`src/rtl/shared_acc_arbiter.sv`:
```
// Round-robin arbiter that gives NREQ requesters bursts of access to a single
// shared WIDTH-bit accumulator. Each beat is a load, add, sub or read. One
// IDLE cycle separates consecutive ownerships.
module shared_acc_arbiter #(
  parameter int NREQ      = 4,
  parameter int WIDTH     = 8,
  parameter int MAX_BURST = 4
) (
  input  logic                  clock,
  input  logic                  rst_n,
  input  logic [NREQ-1:0]       req,
  input  logic [2*NREQ-1:0]     op,
  input  logic [WIDTH*NREQ-1:0] wdata,
  input  logic [NREQ-1:0]       last,
  output logic [NREQ-1:0]       gnt,
  output logic [NREQ-1:0]       ack,
  output logic [WIDTH-1:0]      rdata,
  output logic [WIDTH-1:0]      acc,
  output logic                  busy
);

  localparam int IW = (NREQ > 1) ? $clog2(NREQ) : 1;

  localparam logic [1:0] OP_LOAD = 2'd0;
  localparam logic [1:0] OP_ADD  = 2'd1;
  localparam logic [1:0] OP_SUB  = 2'd2;

  typedef enum logic {IDLE, OWN} state_t;

  state_t          state;
  logic [IW-1:0]   owner;
  logic [IW-1:0]   rr_ptr;
  logic [3:0]      beat_cnt;

  logic [IW-1:0]   pick;
  logic [IW-1:0]   next_ptr;
  logic [1:0]      own_op;
  logic [WIDTH-1:0] own_wdata;
  logic            own_req;
  logic            own_last;
  logic            last_beat;

  // Accumulator update for one beat; add/sub wrap modulo 2^WIDTH.
  function automatic logic [WIDTH-1:0] acc_next(input logic [1:0]       o,
                                                input logic [WIDTH-1:0] a,
                                                input logic [WIDTH-1:0] d);
    logic [WIDTH-1:0] r;
    case (o)
      OP_LOAD: r = d;
      OP_ADD:  r = a + d;
      OP_SUB:  r = a - d;
      default: r = a;
    endcase
    return r;
  endfunction

  // First requester at or after p, scanning upward modulo NREQ.
  function automatic logic [IW-1:0] rr_pick(input logic [NREQ-1:0] r,
                                            input logic [IW-1:0]   p);
    logic [IW-1:0]   sel;
    logic [NREQ-1:0] sh;
    int              idx;
    sel = p;
    for (int k = NREQ - 1; k >= 0; k--) begin
      idx = (int'(p) + k) % NREQ;
      sh  = r >> idx;
      if (sh[0]) sel = IW'(idx);
    end
    return sel;
  endfunction

  // Owner's lane of the request bundle, next grant candidate and release pointer.
  always_comb begin
    own_op    = 2'(op >> (2 * int'(owner)));
    own_wdata = WIDTH'(wdata >> (WIDTH * int'(owner)));
    own_req   = req[owner];
    own_last  = last[owner];
    last_beat = own_last || (beat_cnt == 4'(MAX_BURST - 1));
    next_ptr  = (owner == IW'(NREQ - 1)) ? '0 : owner + 1'b1;
    pick      = rr_pick(req, rr_ptr);
  end

  // Arbitration FSM with the accumulator and all outputs registered.
  always_ff @(posedge clock or negedge rst_n) begin
    if (!rst_n) begin
      state    <= IDLE;
      owner    <= '0;
      rr_ptr   <= '0;
      beat_cnt <= '0;
      gnt      <= '0;
      ack      <= '0;
      rdata    <= '0;
      acc      <= '0;
      busy     <= 1'b0;
    end else begin
      ack <= '0;
      case (state)
        IDLE: begin
          if (|req) begin
            state    <= OWN;
            owner    <= pick;
            gnt      <= NREQ'(1) << pick;
            beat_cnt <= '0;
            busy     <= 1'b1;
          end
        end
        OWN: begin
          if (own_req) begin
            acc      <= acc_next(own_op, acc, own_wdata);
            rdata    <= acc;
            ack      <= NREQ'(1) << owner;
            beat_cnt <= beat_cnt + 1'b1;
            if (last_beat) begin
              state  <= IDLE;
              gnt    <= '0;
              busy   <= 1'b0;
              rr_ptr <= next_ptr;
            end
          end else begin
            // Owner walked away: release without executing a beat.
            state  <= IDLE;
            gnt    <= '0;
            busy   <= 1'b0;
            rr_ptr <= next_ptr;
          end
        end
        default: state <= IDLE;
      endcase
    end
  end

endmodule

```
`config.mk`:
```
export PLATFORM = sky130hd
export DESIGN_NAME = shared_acc_arbiter
export DESIGN_NICKNAME = d
export VERILOG_FILES = /design/src/rtl/shared_acc_arbiter.sv
export SDC_FILE = /design/constraint.sdc
export NUM_CORES = 1
export LEC_CHECK = 0
export CELL_PAD_IN_SITES_DETAIL_PLACEMENT = 1
export CELL_PAD_IN_SITES_GLOBAL_PLACEMENT = 2
export CORE_ASPECT_RATIO = 0.8
export CORE_UTILIZATION = 29
export DETAILED_ROUTE_END_ITERATION = 8
export PLACE_DENSITY = 0.94
export RECOVER_POWER = 25
export SYNTH_ARGS = -nofsm -noshare
export SYNTH_HDL_FRONTEND = slang
export SYNTH_SLANG_ARGS = --single-unit
```
`constraint.sdc`:
```
create_clock -name clock -period 7.7 [get_ports clock]
set_input_delay 1.155 -clock clock [delete_from_list [all_inputs] [get_ports clock]]
set_output_delay 1.155 -clock clock [all_outputs]
set_load 0.01 [all_outputs]
```
# ---- Yosys cells after proc, flatten, opt, wreduce, memory -nomap -nowiden
# Cells that the tools add are included.
dict set report totals {
  reg_bits 34
  latch_bits 0
  mem_bits_rw 0
  romBits 0
  input_bits 50
  memories 0
}
dict set report op_classes {
  addsub 7
  n_mul 0
  n_div 0
  order_cmp 1
  n_eq_ne 8
  shift 8
  n_mux 29
  n_bitwise 4
  n_reduce_logical 13
}
# cell count
set ops {}
lappend ops {{$shr A4 B32 Y1} 3}
lappend ops {{$shr A32 B5 Y8} 1}
lappend ops {{$mux W4} 7}
lappend ops {{$pmux W8 S3} 1}
lappend ops {{$pmux W4 S2} 2}
lappend ops {{$mux W2} 7}
lappend ops {{$reduce_and A2 Y1} 5}
lappend ops {{$add A8 B8 Y8} 1}
lappend ops {{$mux W1} 8}
lappend ops {{$shl A1 B2 Y4 const A} 2}
lappend ops {{$shr A8 B3 Y2} 1}
lappend ops {{$sub A8 B8 Y8} 1}
lappend ops {{$reduce_or A2 Y1} 3}
lappend ops {{$add A2 B1 Y2 const B} 2}
lappend ops {{$add A2 B2 Y2 const B} 2}
lappend ops {{$add A4 B1 Y4 const B} 1}
lappend ops {{$bmux W1 S2} 2}
lappend ops {{$eq A2 B2 Y1 const B} 2}
lappend ops {{$eq A4 B2 Y1 const B} 1}
lappend ops {{$ne A2 B1 Y1 const B} 2}
lappend ops {{$pmux W1 S2} 2}
lappend ops {{$reduce_or A4 Y1} 1}
lappend ops {{$shr A4 B2 Y1} 1}
lappend ops {{$and A1 B1 Y1 const A} 3}
lappend ops {{other kinds (9)} 9}

# ---- Depth between registers and ports, before layout
# Gate-level depths: netlist (run 1).
dict set report logic_depth {
  ltp_word 11
  ltp_mapped 16
}

# ---- Worst setup path after synthesis (run 1)
# Ideal clock, no wire load.
dict set report synth_path {
  path_type {in2reg}
  startpoint {in op[6]}
  endpoint {reg acc[7]}
  setup_ns 0.073
  arrival_time_ns 3.859
  path_slack_ns 3.768
  cell_stages 12
  cell_sequence {mux4_2 inv_1 ha_1 clkbuf_1 mux2i_1 ha_1 a21o_1 a41oi_1 o21ai_1 mux2i_1 a221o_1 a21oi_2}
}
dict set report synth_via {
  elab_chain_len 4
  word_cells_on_any_way 7
  classes_between {eq/ne: 2; shift: 1; mux: 1; reduce/logical: 3}
}
# element line_no
set synth_rtl {}
lappend synth_rtl {{from (decl)} 12} ;# input logic [2*NREQ-1:0] op,
lappend synth_rtl {{$shr A8 B3 Y2 (*)} 74} ;# own_op = 2'(op >> (2 * int'(owner)));
lappend synth_rtl {{$eq A2 B2 Y1, or another cell as far along} 48} ;# case (o)
lappend synth_rtl {{$reduce_bool A3 Y1 (no line)} n/a}
lappend synth_rtl {{$reduce_and A3 Y1 (no line)} n/a}
lappend synth_rtl {{to (signal assigned)} 109} ;# acc <= acc_next(own_op, acc, own_wdata);
lappend synth_rtl {{to (decl)} 18} ;# output logic [WIDTH-1:0] acc,
# Every way passes the cells marked *; elsewhere a longest branch is shown, timed or not.
# A chain may end at the register's enable or synchronous reset.

# ---- Worst setup path in the final report (run 1)
dict set report layout_path {
  startpoint {in wdata[24]}
  endpoint {reg acc[7]}
}
dict set report layout_via {
  elab_chain_len 3
  word_cells_on_any_way 4
  classes_between {add/sub: 2; shift: 1; mux: 1}
}
# element line_no
set layout_rtl {}
lappend layout_rtl {{from (decl)} 13} ;# input logic [WIDTH*NREQ-1:0] wdata,
lappend layout_rtl {{$shr A32 B5 Y8 (*)} 75} ;# own_wdata = WIDTH'(wdata >> (WIDTH * int'(owner)));
lappend layout_rtl {{$sub A8 B8 Y8 / $add A8 B8 Y8 (equally long branches)} {51, 50}}
lappend layout_rtl {{$pmux W8 S3 (*)} 48}
# Marks and branches as above.

==> run metrics, run 1 <==
outcome finished, violations left; violated checks max-capacitance violations, max-slew violations; most common cell type on the critical path ha_1; sink count of the clock tree 34; share of post-route cells with drive strength above 1 0.0825; Top Ports 75; critical path data required time 7920 ps; netlist area before placement about 2300 sq um; start-to-end type of the worst setup path primary input to register; CTS H-tree depth 2; Cell variety after synth 42; number of antenna violations at the first check in global routing 0; Psw about 0.68 mW; share of synthesized registers carrying an async set or reset 1.00; Tightest Hold Check Type register to register; sequential cell area fraction in the yosys report 0.371; critical path launch point type primary input; DR DRC count 0; combinational share of power 0.658; transition time at the pin with the least slew margin about 1900 ps; crit path max-delay cell type mux4_2; total length of routed wires between 6000 and 7000 um; number of register bits inferred by synthesis 34; number of global-route vias before repair between 2000 and 2500; synthesized area divided by synthesized cell count between 9 and 10 sq um; Skew-Pair Late Insertion Delay around 290 ps; sequential power share 0.235; routability cong. about 0.84; clock tree from TritonCTS yes; CTS Root Buffer Type clkbuf_8; Highest Clock Rate between 200 and 250 MHz; row cnt 28; Power, Total roughly 1.5 mW; die footprint between 8000 and 9000 sq um; pre-CTS setup slack approximately 3000 ps; synthesized instance count about 240; setup slack after layout 3280 ps; sequence of cells on the critical path clkdlybuf4s50_1, mux4_2, inv_1, ha_1, nor3b_1, nor2_1, xnor2_1, ha_1, a21oi_1, nand2_1, a41oi_1, o21ai_1, mux2i_1, a221o_1, a21oi_2; number of nets in the final layout 380; remaining global-route overflow 0; number of buffers added by the clock tree synthesis step 5; # Max-Cap Violations 1; data arrival time at the worst-slack endpoint approximately 4600 ps; ANT cells 0; core area about 7500 sq um; fraction of power consumed by the clock network 0.107; vertical extent of the die between 80 and 90 um; I/O Buffers 74; post-route ant nets 0; fillcell total just under 900; Largest stage delay, worst path 530 ps; Post-Place Cells ~410; DRT iter0 DRCs 56; crit end category register; Post-synth EDFFs 0; CTS clk-pin slew, worst paths ~70 ps; Finish-stage setup viols 0; die width 101 um; Static Leakage roughly 1.4 nW; setup repair after global routing missed its margin false; Max IR drop VDD about 0.15 mV; maximum fanout along the worst path 5; effective utilization at floorplan 0.305; number of warning messages in the yosys log 0; dpl hpwl 5040 um; share of the clock period used by the worst path after layout 0.573; Max-Slew Margin vs Limit -0.270; PostCTS Resize Cnt 0; setup skew after layout ~4.6 ps; setup bufs post-CTS 0; via total after detailed routing between 2000 and 2500; dominant register cell in the synthesized netlist dfrtp_1; min cycle time layout ~4400 ps; fin. max-slew vios 35; total routing usage reported by global routing 0.176; net switching share of the total power 0.453; Syn Nets between 300 and 400; routed len/inst about 16 um; Internal Dissipation just over 0.8 mW; hold buffers post-CTS 0; number of iterations in the first detailed-routing pass 4; Non-Filler Instances 420; maximum number of pins on one net before global-route repair 35; area overhead of the layout relative to synthesis 40.6%; power per cell area between 400 and 500 nW/um^2; wire length of the first global-routing pass roughly 11000 um; setup TNS 0 ps; Final Hold Vio Count 0; Longest Clk Path Bufs 2; average vias per placed instance about 4.8
==> through the flow <==
step	hold slack, ps	area (sq um)	utilization
after floorplan	475	2300	-
final	474	3230	0.429
after CTS	480	3230	0.429
after detailed placement	461	3120	0.414
after global placement	457	3120	0.414
after global routing	498	3230	0.429
==> placed cells by master (no fill, tap or decap), types with 2 or more instances in the layout <==
| cell | n |
|---|---|
| a21o_1 | 6 |
| a21oi_1 | 15 |
| a31oi_1 | 3 |
| and2_1 | 3 |
| and3_1 | 4 |
| clkbuf_8 | 8 |
| clkdlybuf4s50_1 | 73 |
| dfrtp_1 | 34 |
| ha_1 | 15 |
| inv_1 | 9 |
| inv_2 | 2 |
| mux2_1 | 2 |
| mux2i_1 | 6 |
| mux4_2 | 11 |
| nand2_1 | 46 |
| nand3_1 | 4 |
| nand3b_1 | 2 |
| nand4_1 | 2 |
| nor2_1 | 18 |
| nor2b_1 | 2 |
| nor3_1 | 2 |
| o21ai_0 | 11 |
| o21ai_1 | 8 |
| xnor2_1 | 8 |
| xor2_1 | 4 |
==> path summary, 6_finish.rpt <==
path	slack, ps	depth (start not counted)	startpoint	endpoint
min reg2reg	470	2	rdata[3]	rdata[3]
min	470	2	rdata[3]	rdata[3]
max reg2reg	3450	14	owner[0]	acc[7]
max in group asynchronous	4680	2	rst_n	gnt[1]
min in group asynchronous	1930	2	rst_n	rdata[2]
max	3280	15	wdata[24]	acc[7]
==> synth_stat cells (all sizes together) (4+ instances only) <==
cell    instances  area (sq um)
nand3           4          20.0
xnor2           8          70.1
ha             15           188
clkbuf          6          22.5
nor2           18          67.6
o21ai          20           104
dfrtp          34           851
mux2i           6          60.1
nand2          46           173
mux4           11           248
and3            4          25.0
xor2            4          35.0
inv            11          41.3
a21o            6          45.0
a21oi          16          83.8
==> routing by layer <==
metal / share of wire / global-route usage / wire (um) / vias to the layer above
li1: - / - / - / 989
met1: 0.47 / 0.231 / 3140 / 984
met2: 0.48 / 0.293 / 3240 / 42
met3: 0.036 / 0.0374 / 243 / 7
met4: 0.011 / 0.0536 / 74 / 0
met5: 0 / 0 / 0 / -
==> worst max-delay path, delay by kind of cell <==
| kind | cells | cell delay (ps) |
|---|---|---|
| muxes | 2 | 700 |
| and+or+nand+nor | 3 | 360 |
| buffers and inverters | 2 | 490 |
| AOI/OAI and AO/OA | 5 | 1240 |
| xor gates and xnor gates | 1 | 150 |
| adders and majority gates | 2 | 540 |
==> state kept, by name (all words and copies together) (netlist names) <==
name	flops
acc	8
ack	4
beat_cnt	4
busy	1
gnt	4
owner	2
rdata	8
rr_ptr	2
state	1
==> area by class of cell <==
| class | count | area (sq um) | area share |
|---|---|---|---|
| Tap cell | 105 | 131 | 0.0407 |
| Multi-Input combinational cell | 187 | 1350 | 0.418 |
| Sequential cell | 34 | 851 | 0.264 |
| Clock buffer | 8 | 110 | 0.0341 |
| Inverter | 11 | 41.3 | 0.0128 |
| Timing Repair Buffer | 75 | 744 | 0.231 |
==> power by group through the flow <==
stage                     logic [mW]  clock network (mW)  registers, mW
after detailed placement       0.978                   0          0.357
after global routing            1.10               0.174          0.369
final                          0.982               0.159          0.351
after global placement         0.950                   0          0.353
after CTS                      0.990               0.165          0.354
after floorplan                0.714                   0          0.331
==> logic make-up after synthesis <==
logic type / Yosys count / share of synthesized area
XOR/XNOR: 12 / 0.0458
flip-flops: 34 / 0.371
AO/OA/AOI/OAI: 52 / 0.135
adder cells (fa/ha/maj): 16 / 0.0905
multiplexers: 19 / 0.144
buffers and inverters: 20 / 0.0414
AND/OR/NAND/NOR: 88 / 0.173
(Power assumes the default switching activity.)
==> run 2, diff against run 1 <==
--- a/config.mk
+++ b/config.mk
@@ -8,9 +8,9 @@
 export CELL_PAD_IN_SITES_DETAIL_PLACEMENT = 1
 export CELL_PAD_IN_SITES_GLOBAL_PLACEMENT = 2
 export CORE_ASPECT_RATIO = 0.8
-export CORE_UTILIZATION = 29
+export CORE_UTILIZATION = 25
 export DETAILED_ROUTE_END_ITERATION = 8
-export PLACE_DENSITY = 0.94
+export PLACE_DENSITY = 0.87
 export RECOVER_POWER = 25
 export SYNTH_ARGS = -nofsm -noshare
 export SYNTH_HDL_FRONTEND = slang
==> constraint.sdc (replaced) <==
create_clock -name clock -period 3.8 [get_ports clock]
set_input_delay 0.57 -clock clock [delete_from_list [all_inputs] [get_ports clock]]
set_output_delay 0.57 -clock clock [all_outputs]
set_load 0.01 [all_outputs]
==> run metrics, run 2 (synthesis gave the netlist of run 1 again) <==
number of nets in the final layout 391 (+2.9%); post-route ant nets 0 (unchanged); DR DRC count 0 (unchanged); Power, Total 3.38 mW (+130%); maximum fanout along the worst path 5 (unchanged); wire length of the first global-routing pass 11700 um (+7.1%); die footprint 9570 sq um (+16%); largest registers acc x8, rdata x8; Static Leakage 1.48 nW (+5.2%); family with the most delay on the worst path compound AO/OA/AOI/OAI gates; remaining global-route overflow 0 (unchanged); sink count of the clock tree 34 (unchanged); effective utilization at floorplan 0.264 (-0.0412); Skew-Pair Late Insertion Delay 290 ps (about the same); transition time at the pin with the least slew margin 2040 ps (+131 ps); crit end category register; routed len/inst 16.5 um (+3.2%); Max IR drop VDD 0.356 mV (+140%); routability cong. 0.804 (-4.0%); total routing usage reported by global routing 0.165 (-0.0108); Tightest Hold Check Type register to register; setup TNS 0 ps (unchanged); core area 8710 sq um (+16%); share of the clock period used by the worst path after layout 0.924; ANT cells 0 (unchanged); Max-Slew Margin vs Limit -0.357 (-0.0875); setup skew after layout 6.60 ps (+2.01 ps); Finish-stage setup viols 0 (unchanged); hold buffers post-CTS 0 (unchanged); Longest Clk Path Bufs 2 (unchanged); fin. max-slew vios 35 (unchanged); DRT iter0 DRCs 73 (+30%); CTS H-tree depth 2 (unchanged); pre-CTS setup slack -11.4 ps (-3030 ps); average vias per placed instance 4.79 (-0.60%); share of post-route cells with drive strength above 1 0.120 (+0.0371); dpl hpwl 5530 um (+9.9%); commonest cells after routing, fill and taps aside clkdlybuf4s50_1, nand2_1, dfrtp_1, nor2_1; number of iterations in the first detailed-routing pass 4 (unchanged); setup slack after layout 290 ps (-2990 ps); violated checks max-capacitance violations, max-slew violations; CTS Root Buffer Type clkbuf_16; Largest stage delay, worst path 500 ps (-30 ps); start-to-end type of the worst setup path primary input to register; Highest Clock Rate approximately 280 MHz; row cnt 30 (+7.1%); Top Ports 75 (unchanged); outcome finished, violations left; power per cell area 998 nW/um^2 (+120%); min cycle time layout 3510 ps; via total after detailed routing 2096 (+3.7%); CTS clk-pin slew, worst paths 60 ps (about the same); critical path launch point type primary input; critical path data required time 4010 ps (-3910 ps); die width 109 um (+7.6%); crit path max-delay cell type mux4_2; total length of routed wires 7210 um (+7.6%); # Max-Cap Violations 1 (unchanged); clock tree from TritonCTS yes; Final Hold Vio Count 0 (unchanged); data arrival time at the worst-slack endpoint 3720 ps (-920 ps); share of the core filled with cells 0.389 (-0.0396); number of antenna violations at the first check in global routing 0 (unchanged); most frequent standard cell in the layout excluding fill and tap cells clkdlybuf4s50_1; number of global-route vias before repair 2255 (+5.4%); sequence of cells on the critical path clkdlybuf4s50_1, mux4_2, inv_1, ha_1, mux2i_1, ha_1, a21o_1, a41oi_1, o21ai_2, mux2i_1, a221o_1, a21oi_2; WP buf/inv 2 (unchanged); vertical extent of the die 87.7 um (+7.5%); I/O Buffers 74 (unchanged); setup repair after global routing missed its margin false; setup bufs post-CTS 0 (unchanged); area overhead of the layout relative to synthesis 47.5%; number of buffers added by the clock tree synthesis step 5 (unchanged); maximum number of pins on one net before global-route repair 35 (unchanged)
==> run 2: cell count changes in the layout (fill, tap and decap cells not counted), sizes merged <==
cell | before | now
clkinvlp | 0 | 2
buf | 0 | 11
clkbuf | 9 | 6
bufinv | 0 | 1
==> run 2: through the flow <==
step | cell area (sq um) | std cells | hold WS, ps
floorplan | 2300 | 241 | 274
global placement | 3210 | 430 | 458
detailed placement | 3210 | 430 | 464
CTS | 3380 | 438 | 478
global route | 3390 | 438 | 485
finish | 3390 | 438 | 474
==> run 2: worst paths after layout <==
kind	to	startpoint	cells after the start	slack [ps]
min reg2reg	rdata[2]	rdata[2]	2	470
min in group asynchronous	ack[1]	rst_n	2	1400
max reg2reg	acc[7]	owner[0]	14	370
min	rdata[2]	rdata[2]	2	470
max	acc[7]	op[6]	12	290
max in group asynchronous	owner[0]	rst_n	2	960
==> run 2: final cells by class <==
| class | count | area (sq um) |
|---|---|---|
| fillers | 1000 | 5320 |
| clock inverters | 3 | 45.0 |
| flip-flops and latches | 34 | 855 |
| inverters | 11 | 41.3 |
| well taps | 112 | 140 |
| multi-input cells | 187 | 1350 |
| repair buffers | 86 | 827 |
| clock buffers | 5 | 125 |
==> run 2: worst register-to-register path: cells and delay by family (launching register included) <==
kind | cells | cell delay (ps)
compound gates | 5 | 1090
mux | 2 | 690
flops | 1 | 540
fa+ha+maj | 2 | 450
simple gates | 3 | 340
xor+xnor | 1 | 170
buf+inv | 1 | 70
==> run 2: per-layer routing <==
metal | wire, um | track usage | part of all wire
met1 | 3410 | 0.215 | 0.47
met2 | 3300 | 0.269 | 0.46
met3 | 385 | 0.0424 | 0.053
met4 | 114 | 0.0516 | 0.016
met5 | 0 | 0 | 0
==> run 2: where the power goes <==
part	internal, mW	leakage, nW	switching (mW)
Combinational	1.09	0.972	1.13
Sequential	0.516	0.433	0.166
Clock	0.309	0.0760	0.174
==> run 2: what timing repair did <==
item,4_1_cts,5_1_grt
endpoints found under the hold margin,0,0
setup endpoints to repair,0,2
gates resized for setup,0,3
==> run 3, diff against run 2 <==
--- a/config.mk
+++ b/config.mk
@@ -10,6 +10,7 @@
 export CORE_ASPECT_RATIO = 0.8
 export CORE_UTILIZATION = 25
 export DETAILED_ROUTE_END_ITERATION = 8
+export MAX_ROUTING_LAYER = met4
 export PLACE_DENSITY = 0.87
 export RECOVER_POWER = 25
 export SYNTH_ARGS = -nofsm -noshare
==> constraint.sdc (replaced) <==
create_clock -name clock -period 3.8 [get_ports clock]
set_input_delay 0.57 -clock clock [delete_from_list [all_inputs] [get_ports clock]]
set_output_delay 0.57 -clock clock [all_outputs]
set_load 0.1 [all_outputs]
==> run metrics, run 3 (synthesis gave the netlist of run 1 again) <==
remaining global-route overflow 0 (unchanged); Tightest Hold Check Type register to register; crit end category register; number of global-route vias before repair 2253 (-0.089%); largest registers acc x8, rdata x8; PostCTS Resize Cnt 0 (unchanged); Finish-stage setup viols 0 (unchanged); Highest Clock Rate 285 MHz (+0.15%); number of iterations in the first detailed-routing pass 4 (unchanged); routed len/inst 16.6 um (+0.54%); commonest cells after routing, fill and taps aside clkdlybuf4s50_1, nand2_1, dfrtp_1, nor2_1; clock tree from TritonCTS yes; setup repair after global routing missed its margin false; routability cong. 0.816 (+1.5%); start-to-end type of the worst setup path primary input to register; sink count of the clock tree 34 (unchanged); fin. max-slew vios 35 (unchanged); setup bufs post-CTS 0 (unchanged); family with the most delay on the worst path compound AO/OA/AOI/OAI gates; Skew-Pair Late Insertion Delay 290 ps (about the same); I/O Buffers 74 (unchanged); sequence of cells on the critical path clkdlybuf4s50_1, mux4_2, inv_1, ha_1, mux2i_1, ha_1, a21o_1, a41oi_1, o21ai_2, mux2i_1, a221o_1, a21oi_2; effective utilization at floorplan 0.264 (unchanged); total length of routed wires 7250 um (+0.54%); post-route ant nets 0 (unchanged); number of antenna violations at the first check in global routing 0 (unchanged); setup slack after layout 295 ps (+5.12 ps); critical path launch point type primary input; die footprint 9570 sq um (unchanged); most frequent standard cell in the layout excluding fill and tap cells clkdlybuf4s50_1; pre-CTS setup slack -11.4 ps (unchanged); # Max-Cap Violations 1 (unchanged); WP buf/inv 2 (unchanged); min cycle time layout 3510 ps (-5.12 ps); via total after detailed routing 2088 (-0.38%); core area 8710 sq um (unchanged); dpl hpwl 5530 um (unchanged); transition time at the pin with the least slew margin 2040 ps (+0.704 ps); Largest stage delay, worst path 500 ps (about the same); violated checks max-capacitance violations, max-slew violations; CTS clk-pin slew, worst paths 60 ps (about the same); wire length of the first global-routing pass 11700 um (+0.18%); fillcell total 1000 (unchanged); maximum number of pins on one net before global-route repair 35 (unchanged); setup skew after layout 7.23 ps (+0.626 ps); number of nets in the final layout 391 (unchanged); share of the clock period used by the worst path after layout 0.922 (-0.00135); Top Ports 75 (unchanged); CTS H-tree depth 2 (unchanged); ANT cells 0 (unchanged); hold buffers post-CTS 0 (unchanged); row cnt 30 (unchanged); share of post-route cells with drive strength above 1 0.120 (unchanged); Longest Clk Path Bufs 2 (unchanged); total placed instance area 3210 sq um (unchanged); cell area after layout 3390 sq um (unchanged); maximum fanout along the worst path 5 (unchanged); crit path max-delay cell type mux4_2; Max-Slew Margin vs Limit -0.358 (-0.000469); outcome finished, violations left; area overhead of the layout relative to synthesis 47.5% (unchanged); Final Hold Vio Count 0 (unchanged); average vias per placed instance 4.77 (-0.38%); DRT iter0 DRCs 65 (-11%); die width 109 um (unchanged); total routing usage reported by global routing 0.171 (+0.00597); vertical extent of the die 87.7 um (unchanged); data arrival time at the worst-slack endpoint 3720 ps (about the same); number of buffers added by the clock tree synthesis step 5 (unchanged); DR DRC count 0 (unchanged); critical path data required time 4020 ps (about the same); CTS Root Buffer Type clkbuf_16
-- run 3: path summary, 6_finish.rpt --
kind | start | to | slack, ps | cells after the start
max | op[6] | acc[7] | 290 | 12
min | rdata[2] | rdata[2] | 470 | 2
max reg2reg | owner[0] | acc[7] | 380 | 14
min reg2reg | rdata[2] | rdata[2] | 470 | 2
max in group asynchronous | rst_n | owner[0] | 970 | 2
min in group asynchronous | rst_n | ack[1] | 1400 | 2
-- run 3: stage by stage --
step	hold slack [ps]	instances	TNS, ps	util
finish	474	438	0	0.389
detailed placement	464	430	-11.4	0.369
global route	485	438	0	0.389
floorplan	274	241	0	-
CTS	478	438	0	0.389
global placement	458	430	0	0.369
-- run 3: worst min-delay path: stages (launching register included) --
cell and delay (ps):
dfrtp_1 340, nand2_1 50, nand2_1 50
-- run 3: cell type report --
class	count	area (sq um)	area share
Tap cell	112	140	0.0414
Sequential cell	34	855	0.252
Clock inverter	3	45.0	0.0133
Inverter	11	41.3	0.0122
Clock buffer	5	125	0.0369
Multi-Input combinational cell	187	1350	0.400
Timing Repair Buffer	86	827	0.244
-- run 3: routing by layer --
layer / track usage / routed length (um) / vias up
li1: - / - / 1014
met1: 0.218 / 3480 / 1005
met2: 0.269 / 3320 / 58
met3: 0.0491 / 341 / 11
met4: 0.0369 / 106 / 0
met5: - / 0 / -
Power of run 3 is left out: the tool's default activity adds up to more than one toggle a clock period on the data nets, which glitch-free logic cannot reach.
